$ cat src/rtl/spi_reg_bank.sv
// spi_reg_bank: register-file front end for an 8-bit SPI slave.
// Each chip-select frame is one command byte followed by any number of data
// bytes. Bit 7 of the command selects read (1) or write (0). The low AW bits
// of the command give the start address, which advances modulo NREGS after
// every data byte.
module spi_reg_bank #(
    parameter int          AW          = 4,
    parameter logic [7:0]  STATUS_BYTE = 8'hA5,
    parameter logic [7:0]  RESET_VAL   = 8'h00
) (
    input  logic                 clk,
    input  logic                 rstn,
    input  logic                 csn,
    input  logic [7:0]           rx_data,
    input  logic                 rx_ready,
    output logic [7:0]           tx_data,
    output logic [8*(2**AW)-1:0] regs_out,
    output logic                 wr_en,
    output logic [AW-1:0]        wr_addr,
    output logic [7:0]           wr_data,
    output logic                 busy
);

    localparam int NREGS = 2**AW;

    typedef enum logic [1:0] {
        IDLE = 2'd0,
        CMD  = 2'd1,
        RD   = 2'd2,
        WR   = 2'd3
    } state_t;

    state_t          state_r;
    logic            csn_sync1_r;
    logic            csn_sync2_r;
    logic            rx_ready_d_r;
    logic [AW-1:0]   addr_r;
    logic [7:0]      regs_r [NREGS];

    logic            csn_act_s;
    logic            rx_stb_s;
    logic [AW-1:0]   addr_nxt_s;

    assign csn_act_s  = ~csn_sync2_r;
    assign rx_stb_s   = rx_ready & ~rx_ready_d_r & csn_act_s;
    assign addr_nxt_s = addr_r + AW'(1);

    // Bring the asynchronous chip select into clk domain and delay rx_ready for edge detection
    always_ff @(posedge clk or negedge rstn) begin
        if (!rstn) begin
            csn_sync1_r  <= 1'b1;
            csn_sync2_r  <= 1'b1;
            rx_ready_d_r <= 1'b0;
        end else begin
            csn_sync1_r  <= csn;
            csn_sync2_r  <= csn_sync1_r;
            rx_ready_d_r <= rx_ready;
        end
    end

    // Frame FSM: command decode, register writes, auto-increment and transmit byte
    always_ff @(posedge clk or negedge rstn) begin
        if (!rstn) begin
            state_r <= IDLE;
            addr_r  <= '0;
            tx_data <= STATUS_BYTE;
            wr_en   <= 1'b0;
            wr_addr <= '0;
            wr_data <= 8'h00;
            busy    <= 1'b0;
            for (int i = 0; i < NREGS; i++) begin
                regs_r[i] <= RESET_VAL;
            end
        end else begin
            wr_en <= 1'b0;
            if (!csn_act_s) begin
                // Deselect wins over a byte strobe in the same cycle; that byte is dropped.
                state_r <= IDLE;
                tx_data <= STATUS_BYTE;
                busy    <= 1'b0;
            end else begin
                case (state_r)
                    IDLE: begin
                        state_r <= CMD;
                        tx_data <= STATUS_BYTE;
                        busy    <= 1'b1;
                    end
                    CMD: begin
                        if (rx_stb_s) begin
                            addr_r <= rx_data[AW-1:0];
                            if (rx_data[7]) begin
                                state_r <= RD;
                                tx_data <= regs_r[rx_data[AW-1:0]];
                            end else begin
                                state_r <= WR;
                                tx_data <= rx_data;
                            end
                        end
                    end
                    RD: begin
                        // Incoming byte is a dummy; pre-load the next register for shift-out.
                        if (rx_stb_s) begin
                            addr_r  <= addr_nxt_s;
                            tx_data <= regs_r[addr_nxt_s];
                        end
                    end
                    WR: begin
                        if (rx_stb_s) begin
                            regs_r[addr_r] <= rx_data;
                            wr_en          <= 1'b1;
                            wr_addr        <= addr_r;
                            wr_data        <= rx_data;
                            addr_r         <= addr_nxt_s;
                            tx_data        <= rx_data;
                        end
                    end
                    default: begin
                        state_r <= IDLE;
                        tx_data <= STATUS_BYTE;
                        busy    <= 1'b0;
                    end
                endcase
            end
        end
    end

    // Flatten the register array onto the fabric-facing bus
    always_comb begin
        regs_out = '0;
        for (int i = 0; i < NREGS; i++) begin
            regs_out[8*i +: 8] = regs_r[i];
        end
    end

endmodule

$ cat config.mk
export PLATFORM = sky130hd
export DESIGN_NAME = spi_reg_bank
export DESIGN_NICKNAME = d
export VERILOG_FILES = /design/src/rtl/spi_reg_bank.sv
export SDC_FILE = /design/constraint.sdc
export NUM_CORES = 1
export LEC_CHECK = 0
export ABC_AREA = 1
export ABC_CLOCK_PERIOD_IN_PS = 2600
export CAP_MARGIN = 10
export CORE_AREA = 5 5 185 169
export CTS_CLUSTER_DIAMETER = 30
export DETAILED_ROUTE_END_ITERATION = 10
export DIE_AREA = 0 0 190 174
export GPL_TIMING_DRIVEN = 0
export PLACE_DENSITY_LB_ADDON = 0.05
export SYNTH_ARGS = -nofsm -noshare
export SYNTH_HDL_FRONTEND = slang
export SYNTH_SLANG_ARGS = --single-unit
$ cat constraint.sdc
create_clock -name clk -period 2.6 [get_ports clk]
set_clock_uncertainty 0.2 [all_clocks]
set_input_delay 0.26 -clock clk [delete_from_list [all_inputs] [get_ports clk]]
set_output_delay 0.26 -clock clk [all_outputs]
set_load 0.005 [all_outputs]
==> run_results.csv <==
group,metric,value,unit
power_and_ir_drop,pwr-share-clk,35.9,%
synthesis,synth_warnings,0,
worst_setup_path,regToRegEndpoint,"tx_data[5]",
synthesis,synth_cell_types,31,
global_routing,grt_pass1_wl,64100,um
timing,fin_crit,2520,ps
power_and_ir_drop,total_power,8.13,mW
die,start_util,29.4,%
global_routing,gr-usage-all-layers,26.5,%
synthesis,synth_nets,1198,
worst_setup_path,cpMaxStageDelayCell,"dfrtp_1",
power_and_ir_drop,switching_share,36.2,%
power_and_ir_drop,pwr-share-comb,30.7,%
run,maxCapViolations,0,
clock_tree,clk_path_buf_depth,2,
routing,drtPass1Iterations,5,
power_and_ir_drop,p_seq_share,33.4,%
die,dieArea,33100,um2
synthesis,post_synth.cell_area_avg,7.30,um2
die,fp.coreArea,29400,um2
timing,fmax,397,MHz
synthesis,netlist_area,8630,um2
min_path,worstHoldEndpoint,"csn_sync1_r",
synthesis,synthTopCellsByCount,"nand2_1, dfrtp_1, nand3_1",
worst_setup_path,crit_fanout,10,
layout,diodes,0,
layout,area_growth,34.1,%
min_path,hp-class,"input port to register",
power_and_ir_drop,switchingPower,2.95,mW
routing,viasPerCell,5.21,
synthesis,ys_ff_latch,159,
power_and_ir_drop,power.density,702,nW/um2
placed_design,place.gp.congestion,1.01,
timing,fin_tns_setup,0,ps
clock_tree,cts_tree,"done",
placed_design,port-buffer-count,158,
synthesis,ys_seq_area_share,46.2,%
layout,nets,1382,
timing,slew_violations,0,
clock_tree,cts.reportedPaths.clkPinSlew,70,ps
clock_tree,clk_latency,450,ps
min_path,whs_path_depth,1,
power_and_ir_drop,p_leak,5.02,nW
global_routing,grt_max_degree,87,
timing,setup_viol,0,
timing,rsz0062_at_grt,"no",
worst_setup_path,cp_cell_sequence,"buf_4 -> ha_1 -> xor2_4 -> inv_2 -> buf_2 -> nand3_1 -> nand3_1 -> nand2_1 -> a21oi_1 -> a21oi_1",
routing,ant_nets,0,
synthesis,synth_flop_cell,"dfrtp_1",
routing,num_vias,9277,
synthesis,synth_top_area_cell,"dfrtp_1",
worst_setup_path,timing.critical_path.slowest_cell_delay,390,ps
clock_tree,root_buffer,"clkbuf_16",
synthesis,synth.most_common_cell,"nand2_1",
clock_tree,cts.sinks,159,
power_and_ir_drop,p_int,5.18,mW
worst_setup_path,r2r_setup_slack,80,ps
worst_setup_path,start_kind,"register",
timing,slew-limit-headroom,32.4,%
layout,drive_above_1_share,9.14,%
global_routing,antenna_found_initial,0,
worst_setup_path,r2r-start,"addr_r[0]",
min_path,min-delay-start,"csn",
die,rows,60,
worst_setup_path,critPathLaunch,"addr_r[0]",
timing,holdWs,14.6,ps
placed_design,dp_hpwl,32700,um
die,ios,162,
timing,period_share,97.0,%
synthesis,synth.top_cell.area_share,44.4,%
worst_setup_path,endpoint_kind,"register",
worst_setup_path,worstPathArrival,2700,ps
clock_tree,cts_buffers,17,
power_and_ir_drop,vdd_drop_max,0.467,mV
routing,wire_per_inst,24.7,um
timing,hold_violations,0,
placed_design,place_inst,1744,
synthesis,async_reset_ff_share,100,%
worst_setup_path,required,2780,ps
synthesis,syn-instance-count,1182,
status,status,"completed",
synthesis,ys_top_cells_by_area,"dfrtp_1, nand2_1, nand3_1, o21ai_1, o21ai_0",
routing,drt_iter0_drc,935,
layout,final_cells,1782,
global_routing,grt_pass1_vias,9158,
routing,drt-total-wl,44100,um
global_routing,grt_overflow,0,
worst_setup_path,worstSetupPathType,"register to register",
die,die_h,174,um
routing,drcViolationCount,0,
timing,tightest_slew,1010,ps
clock_tree,h-tree-depth,4,
worst_setup_path,ff2ff_path_depth,10,
die,dieWidth,190,um
synthesis,synth_edf_count,0,
==> power by group through the flow <==
| stage | Sequential (mW) | Clock [mW] | Combinational [mW] |
|---|---|---|---|
| global placement | 2.76 | 0 | 2.22 |
| finish | 2.72 | 2.92 | 2.50 |
| detailed placement | 2.76 | 0 | 2.24 |
| global route | 2.73 | 3.08 | 2.63 |
| floorplan | 2.73 | 0 | 1.14 |
| CTS | 2.72 | 2.97 | 2.40 |
==> cell type report <==
| type | instances | area (um2) |
|---|---|---|
| inverter | 61 | 239 |
| clock inverter | 11 | 203 |
| tap | 403 | 504 |
| clock buffer | 21 | 470 |
| multi-input combinational | 881 | 4100 |
| fill | 3131 | 17800 |
| timing repair buffer | 166 | 1670 |
| sequential | 159 | 3990 |
| buffer | 80 | 409 |
==> critical path, delay by kind of cell, from the launching register on <==
family                   cells  cell delay, ps
AO/OA/AOI/OAI                2             220
buffers and inverters        3             690
AND/OR/NAND/NOR              3             470
adder cells (fa/ha/maj)      1             250
XOR/XNOR                     1             210
flip-flops                   1             390
==> per-stage QoR <==
step | worst slack, ps | utilization [%] | area, um2
floorplan | 122 | - | 8630
global placement | -5850 | 36.5 | 10700
detailed placement | -1290 | 36.6 | 10800
CTS | 4.39 | 39.3 | 11500
global route | 21.3 | 39.4 | 11600
finish | 78.1 | 39.4 | 11600
==> what timing repair did <==
| action | in CTS | in global routing |
|---|---|---|
| setup endpoints to repair | 73 | 8 |
| pin swaps | 1 | 3 |
| setup buffers | 4 | 2 |
| hold endpoints to repair | 73 | 0 |
| hold buffers | 1 | 0 |
| resized for setup | 25 | 13 |
==> state kept, by name, indices dropped and copies added (netlist names) <==
signal	flops
regs_out	128
tx_data	8
wr_data	8
addr_r	4
wr_addr	4
state_r	2
busy	1
csn_sync1_r	1
csn_sync2_r	1
rx_ready_d_r	1
wr_en	1
==> per-layer routing <==
metal,global-route usage [%],vias to the layer above,part of all wire [%]
met3,5.12,61,7.4
met5,0,-,0
met1,37.5,4514,45
met2,40.8,440,44
met4,8.95,0,3.1
li1,-,4262,-
==> cells in the final DEF, fill, tap and decap left out, types with 2 or more instances in the layout <==
cell,synthesis,final
a21oi_1,30,30
buf_2,34,32
buf_4,1,7
buf_6,0,5
buf_8,0,3
bufinv_16,0,5
clkbuf_1,41,39
clkbuf_16,0,17
clkbuf_8,0,3
clkdlybuf4s50_1,0,157
clkinv_1,3,3
clkinv_4,0,2
clkinvlp_4,0,2
dfrtp_1,153,153
dfstp_2,6,6
ha_1,4,4
inv_1,50,49
inv_2,7,7
inv_8,0,2
nand2_1,397,396
nand2_2,10,11
nand3_1,134,128
nand3_2,3,9
nor2_1,67,67
nor2_2,2,2
nor2_8,4,4
o211ai_1,28,28
o21ai_0,95,95
o21ai_1,98,98
or2_2,2,2
==> kinds of logic after synthesis <==
| logic type | count (synthesis) | share of synthesized area (%) |
|---|---|---|
| AND/OR/NAND/NOR | 622 | 30.5 |
| AO/OA/AOI/OAI | 253 | 15.5 |
| flip-flops | 159 | 46.2 |
| buffers and inverters | 142 | 6.75 |
| adder cells (fa/ha/maj) | 4 | 0.580 |
| XOR/XNOR | 2 | 0.507 |
==> how the worst max path moves through the flow <==
stage,slack (ps),depth (start not counted),endpoint
after global routing,20,12,tx_data[7]
final,80,10,tx_data[5]
after detailed placement,-1290,14,tx_data[7]
after CTS,4,16,tx_data[4]
after global placement,-5850,1,regs_out[117]
after floorplan,120,16,tx_data[4]
Note: power is estimated with default switching activity, not from simulation.
==> variant, RTL diff (config.mk and constraints unchanged) <==
Make the reset (`rstn`) synchronous in 2 clocked blocks. Comments in the files are not updated.
--- a/src/rtl/spi_reg_bank.sv
+++ b/src/rtl/spi_reg_bank.sv
@@ -46,7 +46,7 @@
     assign addr_nxt_s = addr_r + AW'(1);
 
     // Bring the asynchronous chip select into clk domain and delay rx_ready for edge detection
-    always_ff @(posedge clk or negedge rstn) begin
+    always_ff @(posedge clk) begin
         if (!rstn) begin
             csn_sync1_r  <= 1'b1;
             csn_sync2_r  <= 1'b1;
@@ -59,7 +59,7 @@
     end
 
     // Frame FSM: command decode, register writes, auto-increment and transmit byte
-    always_ff @(posedge clk or negedge rstn) begin
+    always_ff @(posedge clk) begin
         if (!rstn) begin
             state_r <= IDLE;
             addr_r  <= '0;
Behaviour: differs if rstn is asserted again (counterexample within 4 cycles, from zero or initial values and one cycle with rstn low); with rstn held inactive, the same outputs for 4 cycles.
==> variant against the unedited design <==
  * Sequential cell count is the same
  * Worst hold slack improved by 35 ps
  * Utilization is essentially flat
  * Area after synthesis is 1.2% lower
  * Maximum frequency decreased by 2.1%
  * Wire length is 0.38% higher
  * Via count down 5.0%
  * Worst setup slack got worse by 55 ps
  * Final area hardly changed
  * First-iteration DRC count up 8.1%
  * Highest routed layer unchanged
Power is not compared: it rests on default switching activity, and its combinational part moved more than twofold at a synthesized area within 25%.
==> variant: results (changes against the unedited design) <==
[routing]
vias = 8810  ; was 9277
wl_per_cell_microns = 26.8  ; was 24.7 microns
drt_iter0_drc = 1011  ; was 935

[worst_setup_path]
crit_arrival_ps = 2690  ; was 2700 ps
rr_startpoint = addr_r[0]  ; unchanged
r2r_end = tx_data[2]  ; was tx_data[5]
slowest_delay_ps = 370  ; was 390 ps
r2r_slack_ps = 20  ; was 80 ps
path_max_fanout = 11  ; was 10
critPathSlowestCell = dfxtp_4  ; was dfrtp_1
rr_worst_depth = 14  ; was 10
cp_top_family = buffers and inverters  ; unchanged

[clock_tree]
h-tree-depth = 4  ; unchanged
root_buffer = clkbuf_16  ; unchanged
clk_latency_ps = 450  ; about the same

[outcome]
status = completed  ; unchanged

[logic_synthesis]
syn-num-nets = 1063  ; was 1198
yosysWarningCount = 0  ; unchanged
synthArstFlopShare_pct = 0  ; was 100%
yosys-top-cells-area = edfxtp_1 (45%), nand2_1 (9.7%), nor2_1 (7.8%), nand3_1 (7.5%), dfxtp_1 (7.3%)  ; was dfrtp_1 (44%), nand2_1 (17%), nand3_1 (7.8%), o21ai_1 (5.7%), o21ai_0 (5.5%)
yosys_most_used_dff = edfxtp_1  ; was dfrtp_1
synth_edf_count = 128  ; was 0
yosysSeqAreaShare_pct = 52.4  ; was 46.2%
synth_commonest_cells = nand2_1 (220), nor2_1 (178), edfxtp_1 (128)  ; was nand2_1 (397), dfrtp_1 (153), nand3_1 (134)
synth_cell_type_count = 34  ; was 31

[global_routing]
grt_pass1_wl_mm = 61.4  ; was 64.1 mm
grt_pass1_vias = 8479  ; was 9158
grt_max_degree = 17  ; was 87
grt_util_all_layers_pct = 26.1  ; was 26.5%

[min_path]
min_to = state_r[0]  ; was csn_sync1_r
hold_path_depth = 2  ; was 1
min-delay-start = rx_data[7]  ; was csn

[placement]
hpwl_mm = 31.9  ; was 32.7 mm
globalplace.congestion = 0.968  ; was 1.01

[cells_and_area]
nets = 1254  ; was 1382
drive_gt1_share_pct = 11.8  ; was 9.14%

[pwr]
ir_drop_mv = 0.399
power.switching_mw = 1.71

[timing]
tightest_slew_ps = 1360  ; was 1010 ps

[variant: cell types whose count changed after synthesis, sizes merged, moves of 10 or more]
cell,before,now
nand2,407,232
dfrtp,153,0
a21oi,30,40
o21ai,193,93
nand3,137,127
edfxtp,0,128
dfxtp,0,31
inv,58,80
nor2,73,183
[variant: worst max path at each step]
stage          cells past startpoint  slack, ps            end
6_report                          14         20     tx_data[2]
3_5_place_dp                      13       -970     tx_data[2]
3_3_place_gp                      13      -1000     tx_data[2]
5_1_grt                           13        -80     tx_data[2]
4_1_cts                            7          3  regs_r[11][0]
2_1_floorplan                     14        350     tx_data[3]
[variant: stage by stage]
step           setup TNS, ps  area [sq um]  worst slack, ps  std cells  hold slack (ps)
2_1_floorplan              0          8520              348       1047              153
3_3_place_gp          -96620         10600             -998       1608              196
3_5_place_dp          -94440         10600             -974       1608              199
4_1_cts                    0         11400             2.94       1647             35.4
5_1_grt                 -184         11600            -79.5       1654             52.5
6_report                   0         11600             23.3       1654             49.3
[variant: cells by family (layout without fill, tap and decap cells)]
group / count (synthesis) / in the layout / share of synthesized area (%)
buffers and inverters: 152 / 356 / 7.35
flip-flops: 159 / 159 / 52.4
AND/OR/NAND/NOR: 553 / 553 / 27.5
adder cells (fa/ha/maj): 4 / 4 / 0.587
AO/OA/AOI/OAI: 177 / 177 / 11.6
XOR/XNOR: 2 / 2 / 0.514
[variant: cell type report]
| type | count | area [sq um] |
|---|---|---|
| sequential | 159 | 4470 |
| clock inverter | 11 | 92.6 |
| tap | 403 | 504 |
| clock buffer | 21 | 482 |
| multi-input combinational | 736 | 3560 |
| timing repair buffer | 172 | 1750 |
| inverter | 83 | 318 |
| fill | 3038 | 17800 |
| buffer | 69 | 400 |
[variant: power by group through the flow]
stage / clock network (mW) / registers, mW / logic [mW]
final: 2.55 / 2.89 / 0.655
after detailed placement: 0 / 2.95 / 0.625
after global placement: 0 / 2.95 / 0.626
after CTS: 2.57 / 2.89 / 0.633
after global routing: 2.68 / 2.90 / 0.691
after floorplan: 0 / 2.92 / 0.263
[variant: what timing repair did]
item,in CTS,in global routing
buffers inserted,7,6
pin swaps,3,6
hold buffers,0,0
cloned,0,1
endpoints found under the hold margin,0,0
endpoints found under the setup margin,132,112
resized for setup,37,32
[variant: per-layer routing]
layer / up-vias / wire length (microns) / global-route usage [%]
li1: 3901 / - / -
met1: 4350 / 19800 / 37.3
met2: 506 / 19600 / 39.9
met3: 53 / 3960 / 5.80
met4: 0 / 919 / 7.02
met5: - / 0 / 0
